`src/rtl/record_serializer.sv`:
```
// Frames TDC records as SYNC, SEQ, payload bytes (LSB first) and an XOR checksum for the host output mux.
// A one-record holding register lets the next record be accepted while the current frame drains.
module record_serializer #(
  parameter int          REC_WIDTH = 98,
  parameter logic [7:0]  SYNC_BYTE = 8'hA5
) (
  input  logic                 clk_i,
  input  logic                 reset_i,
  input  logic [REC_WIDTH-1:0] rec_i,
  input  logic                 rec_valid_i,
  output logic                 rec_ready_o,
  output logic                 omux_req_o,
  input  logic                 omux_sel_i,
  output logic [7:0]           omux_data_o,
  output logic [15:0]          frames_o
);

  localparam int NBYTES = (REC_WIDTH + 7) / 8;
  localparam int SW     = NBYTES * 8;
  localparam logic [7:0] LAST_IDX = 8'(NBYTES - 1);

  typedef enum logic [2:0] {IDLE, SYNC, SEQ, DATA, CSUM} state_t;

  state_t               state_reg;
  logic [REC_WIDTH-1:0] hold_reg;
  logic                 hold_full_reg;
  logic [SW-1:0]        shift_reg;
  logic [7:0]           index_reg;
  logic [7:0]           seq_reg;
  logic [7:0]           csum_reg;
  logic [15:0]          frames_reg;

  logic accept;
  logic release_hold;

  assign accept       = rec_valid_i && !hold_full_reg;
  // The hold register empties either when idle or when the checksum byte of the current frame is consumed.
  assign release_hold = hold_full_reg &&
                        ((state_reg == IDLE) || (state_reg == CSUM && omux_sel_i));

  assign rec_ready_o = !hold_full_reg;
  assign frames_o    = frames_reg;
  assign omux_req_o  = (state_reg != IDLE);

  always_comb begin
    omux_data_o = 8'h00;
    case (state_reg)
      SYNC:    omux_data_o = SYNC_BYTE;
      SEQ:     omux_data_o = seq_reg;
      DATA:    omux_data_o = shift_reg[7:0];
      CSUM:    omux_data_o = csum_reg;
      default: omux_data_o = 8'h00;
    endcase
  end

  always_ff @(posedge clk_i or posedge reset_i) begin
    if (reset_i) begin
      hold_reg      <= '0;
      hold_full_reg <= 1'b0;
    end else begin
      if (accept) begin
        hold_reg <= rec_i;
      end
      if (accept) begin
        hold_full_reg <= 1'b1;
      end else if (release_hold) begin
        hold_full_reg <= 1'b0;
      end
    end
  end

  always_ff @(posedge clk_i or posedge reset_i) begin
    if (reset_i) begin
      state_reg  <= IDLE;
      shift_reg  <= '0;
      index_reg  <= 8'h00;
      seq_reg    <= 8'h00;
      csum_reg   <= 8'h00;
      frames_reg <= 16'h0000;
    end else begin
      case (state_reg)
        IDLE: begin
          if (hold_full_reg) begin
            shift_reg <= SW'(hold_reg);
            csum_reg  <= 8'h00;
            state_reg <= SYNC;
          end
        end
        SYNC: begin
          if (omux_sel_i) state_reg <= SEQ;
        end
        SEQ: begin
          if (omux_sel_i) begin
            csum_reg  <= csum_reg ^ seq_reg;
            index_reg <= 8'h00;
            state_reg <= DATA;
          end
        end
        DATA: begin
          if (omux_sel_i) begin
            csum_reg  <= csum_reg ^ shift_reg[7:0];
            shift_reg <= shift_reg >> 8;
            index_reg <= index_reg + 8'd1;
            if (index_reg == LAST_IDX) state_reg <= CSUM;
          end
        end
        CSUM: begin
          if (omux_sel_i) begin
            seq_reg    <= seq_reg + 8'd1;
            frames_reg <= frames_reg + 16'd1;
            // Chain straight into the next frame so no idle byte appears between frames.
            if (hold_full_reg) begin
              shift_reg <= SW'(hold_reg);
              csum_reg  <= 8'h00;
              state_reg <= SYNC;
            end else begin
              state_reg <= IDLE;
            end
          end
        end
        default: state_reg <= IDLE;
      endcase
    end
  end

endmodule

```
`config.mk`:
```
export PLATFORM = sky130hd
export DESIGN_NAME = record_serializer
export DESIGN_NICKNAME = d
export VERILOG_FILES = /design/src/rtl/record_serializer.sv
export SDC_FILE = /design/constraint.sdc
export NUM_CORES = 1
export LEC_CHECK = 0
export CAP_MARGIN = 20
export CORE_MARGIN = 2
export CORE_UTILIZATION = 50
export CTS_BUF_LIST = sky130_fd_sc_hd__clkbuf_4 sky130_fd_sc_hd__clkbuf_8
export DETAILED_ROUTE_END_ITERATION = 6
export PLACE_DENSITY = 0.73
export SYNTH_ARGS = -nofsm -noshare
export SYNTH_HDL_FRONTEND = slang
export SYNTH_SLANG_ARGS = --single-unit
```
`constraint.sdc`:
```
create_clock -name clk_i -period 10.54 [get_ports clk_i]
set_input_delay 1.581 -clock clk_i [delete_from_list [all_inputs] [get_ports clk_i]]
set_output_delay 1.581 -clock clk_i [all_outputs]
set_load 0.1 [all_outputs]
```
* Word-level counts from Yosys, hierarchy flattened *
Index checks and enable logic that the tools add are counted.

storage, ports and cells
  output and inout port bits = 26
  register bits after elaboration = 246
  bits of input ports = 102
  word-level logic and storage cells = 63

cells by class
  $add $sub $neg = 3
  reductions and logical operators = 16
  bitwise operators = 2
  equality and inequality tests = 11
  multiplexer cells = 23

operators by type and width
  kind                   number
  $mux 104               3
  $pmux 104 s3           1
  $pmux 8 s4             2
  $mux 8                 6
  $mux 3                 6
  $add 16x1->16 const B  1
  $add 8x1->8 const B    2
  $pmux 8 s2             1
  $xor 8x8->8            2
  $pmux 3 s5             1
  $ne 2x2->1 const B     6
  $eq 8x4->1 const B     1
  $eq 3x2->1 const B     2
  $reduce_and 3->1       2
  $reduce_and 6->1       1
  $reduce_bool 3->1      2
  $reduce_and 4->1       1
  $reduce_bool 2->1      2
  $reduce_bool 4->1      1
  $eq 3x1->1 const B     1
  $eq 3x3->1 const B     1
  $logic_and 1x1->1      3
  $logic_not 3->1        1
  $mux 1                 3
  other kinds (3)        3

* Depth between registers and ports, before layout *
  depth in word-level cells = 6
  depth in mapped cells = 8
  mapped depth without buffers = 6

* Least setup slack after synthesis *
No wires, ideal clock.

  path type = reg-to-output
  start = register state_reg[0]
  end = output port omux_data_o[7]
  path slack = 5.689 ns
  path buffers = 2
  cell stages (with the launch flop) = 5
  arrival = 3.270 ns
  data required time = 8.959 ns
  path through = dfrtp_1 > clkbuf_1 > buf_1 > a21oi_1 > o31ai_1

on the way
  longest elaborated chain between the ends = 2
  elaborated cells on any way between the ends = 5
  those cells by class = eq/ne (4); mux (1)

RTL lines
  item                                      RTL line  RTL
  from (decl)                               24        state_t state_reg;
  from (signal assigned)                    74        state_reg <= IDLE;
  from (signal assigned)                    86        state_reg <= SYNC;
  from (signal assigned)                    90        if (omux_sel_i) state_reg <= SEQ;
  $eq 3x3->1, or another cell as far along  47        case (state_reg)
  $pmux 8 s4 *                              47
  to (decl)                                 14        output logic [7:0] omux_data_o,

Mark *: on every way between the ends. The rest lies on a longest branch, timed or not.

* Worst setup path after layout *
  start = register state_reg[0]
  end = output port omux_data_o[5]

The elaborated chain is that of the path after synthesis.

==> impl_metrics.py <==
metrics = {
    "clock_tree": {
        "cts_resized": 0,
        "cts_root_buf": "clkbuf_8",
        "tritoncts": "built",
        "clk_pin_slew_worst_paths_ns": 0.06,
        "cts.sinks": 240,
        "post_cts_buffers": 0,
        "insertion_delay_ns": 0.55,
        "hold_buffers": 0,
        "htreeDepth": 2,
        "cts_max_path_buffers": 3,
        "cts_buffers": 41,
    },
    "placed_design": {
        "place.port_buffers": 127,
        "dpl.hpwl_um": 13700,
        "place_congestion": 0.781,
    },
    "setup_path": {
        "cpPeakStageDelay_ns": 1.19,
        "cp.arrival_ns": 3.59,
        "critical_path_buf_inv_count": 2,
        "crit_type": "reg2out",
        "worstPathRequired_ns": 8.96,
        "path_max_fanout": 24,
        "cp_top_family": "buffers and inverters",
        "critical_path.most_common_cell": "a21oi_1",
        "path_depth": 5,
        "crit_path_start_kind": "flop",
        "crit_chain": "clkinv_1 -> a21oi_1 -> a21oi_1 -> o22ai_1 -> clkdlybuf4s50_1",
        "crit_path_end_kind": "output pin",
        "slowest_stage": "clkdlybuf4s50_1",
        "rr_worst_depth": 5,
    },
    "grt": {
        "grt_pass1_wl_um": 34600,
        "grt.overflow.total": 0,
        "grt_pass1_vias": 6966,
        "grt_start_max_net_pins": 159,
        "grt_usage": 0.194,
        "antenna_found_initial": 2,
    },
    "drt": {
        "drcViolationCount": 0,
        "vias": 6993,
        "wirelength_um": 21300,
        "drt_iter0_markers": 442,
        "wl_met3_um": 1020,
        "ant_nets": 0,
        "firstDrtPassIters": 5,
        "wl_met2_um": 10200,
        "wl_per_cell_um": 16.1,
        "topRoutingLayerUsed": "met5",
        "wl_met1_um": 9570,
        "viasPerCell": 5.30,
    },
    "synth": {
        "seq_area_frac_synth": 0.571,
        "yosysTopAreaCell": "dfrtp_1",
        "yosys-top-cells-area": "dfrtp_1, mux2_2, mux2i_1",
        "synth_area_mm2": 0.0105,
        "synth_cells": 896,
        "ys_ff_latch": 240,
        "yosysTopAreaCellShare": 0.571,
        "synth_fp_nets": 1002,
        "avgSynthCellArea_um2": 11.7,
        "ys_types": 46,
        "ys_warn_count": 0,
    },
    "cells_and_area": {
        "final_cell_mix": "dfrtp_1, nand2_1, clkdlybuf4s50_1, mux2_2, mux2i_1",
        "regArea_mm2": 0.00601,
        "layout_commonest_cell": "dfrtp_1",
        "fin_util": 0.614,
        "nFillCells": 1693,
        "nets": 1123,
        "layout-drive-gt1-share": 0.176,
        "multi_input_area_mm2": 0.00414,
        "syn2layout_area_growth_pct": 21.6,
    },
    "sta": {
        "maxSlewHeadroom": 0.327,
        "finalHoldViolations": 0,
        "finalSetupViolCount": 0,
        "fmax_ghz": 0.194,
        "fin_crit_ns": 5.17,
        "rsz0062_at_grt": "no",
        "slew_violations": 0,
        "fin_crit_sh": 0.490,
        "clock_skew_ns": 0.0243,
        "setup_tns_ns": 0,
        "worstMarginPinSlew_ns": 1.01,
    },
    "run": {
        "max_cap_viol_count": 0,
    },
    "floorplan": {
        "start_util": 0.505,
        "rows": 53,
        "die_area_mm2": 0.0222,
        "io_pins": 128,
        "die-height_um": 149,
        "die_w_um": 149,
        "core_mm2": 0.0208,
    },
    "power": {
        "peakVddDrop_uv": 133,
        "powerDensity_mw_per_mm2": 280,
        "leakagePower_nw": 5.47,
    },
    "worst_hold_path": {
        "worstHoldPathType": "reg2reg",
        "holdPathStages": 1,
    },
    "outcome": {
        "outcome": "finished clean",
    },
}
## cell usage after synthesis (all sizes together)
master and count:
buf 42, a211o 3, ha 4, a211oi 5, o31ai 7, nand2 137
o22ai 4, and4 2, o21bai 4, nand3b 2, or3 1, a22oi 4
o211a 1, nand3 9, nor2 14, or4 1, nor4 1, nor3 6
mux2i 92, xor2 13, nand4b 1, o21ai 114, or2b 1, xnor2 10
dfrtp 240, nor3b 1, o32ai 1, inv 14, and4b 5, mux2 98
a31oi 7, or2 1, nor2b 4, and4bb 1, nand4 9, and3b 1
and3 3, clkinv 1, clkbuf 16, a21oi 16
## cells by family after synthesis
family / share of synthesized area
fa+ha+maj: 0.00476
compound gates: 0.0884
simple gates: 0.0885
mux: 0.193
flops: 0.571
buf+inv: 0.0353
xor+xnor: 0.0192
## metal layers
layer,GRT usage,up-vias
li1,-,3379
met1,0.263,3390
met2,0.314,177
met3,0.0416,45
met4,0.0629,2
met5,0,-
## final timing paths
check | start | to | slack, ns
worst max-delay path | state_reg[0] | omux_data_o[5] | 5.37
worst min-delay path | frames_o[15] | frames_o[15] | 0.47
worst max register to register | state_reg[2] | shift_reg[32] | 7.30
worst min register to register | frames_o[15] | frames_o[15] | 0.47
max in group asynchronous | reset_i | hold_reg[23] | 7.65
min in group asynchronous | reset_i | frames_o[11] | 1.40
## layout make-up
| type | instances | area share |
|---|---|---|
| clock inverter | 2 | 0.00157 |
| antenna | 1 | 0.000196 |
| sequential | 240 | 0.470 |
| clock buffer | 68 | 0.0629 |
| tap | 275 | 0.0269 |
| inverter | 15 | 0.00499 |
| multi-input combinational | 583 | 0.324 |
| timing repair buffer | 136 | 0.109 |
## power by group
part	leakage, nW	internal, mW	switching (mW)	total, mW
combinational	2.00	0.540	0.669	1.21
sequential	3.02	1.29	0.234	1.52
clock	0.445	0.480	0.362	0.842
total	5.47	2.31	1.27	3.57
## metrics by stage
step | cell area, um^2 | setup WS [ns] | hold WS (ns) | std cells | power [mW]
detailed placement | 11900 | 5.85 | 0.462 | 1246 | 2.75
global placement | 11900 | 5.92 | 0.456 | 1246 | 2.70
floorplan | 10500 | 2.37 | 0.448 | 896 | 2.46
CTS | 12700 | 5.44 | 0.469 | 1316 | 3.60
finish | 12800 | 5.37 | 0.468 | 1320 | 3.57
global route | 12800 | 5.25 | 0.487 | 1319 | 3.81
Power figures use the tool's default switching activity.
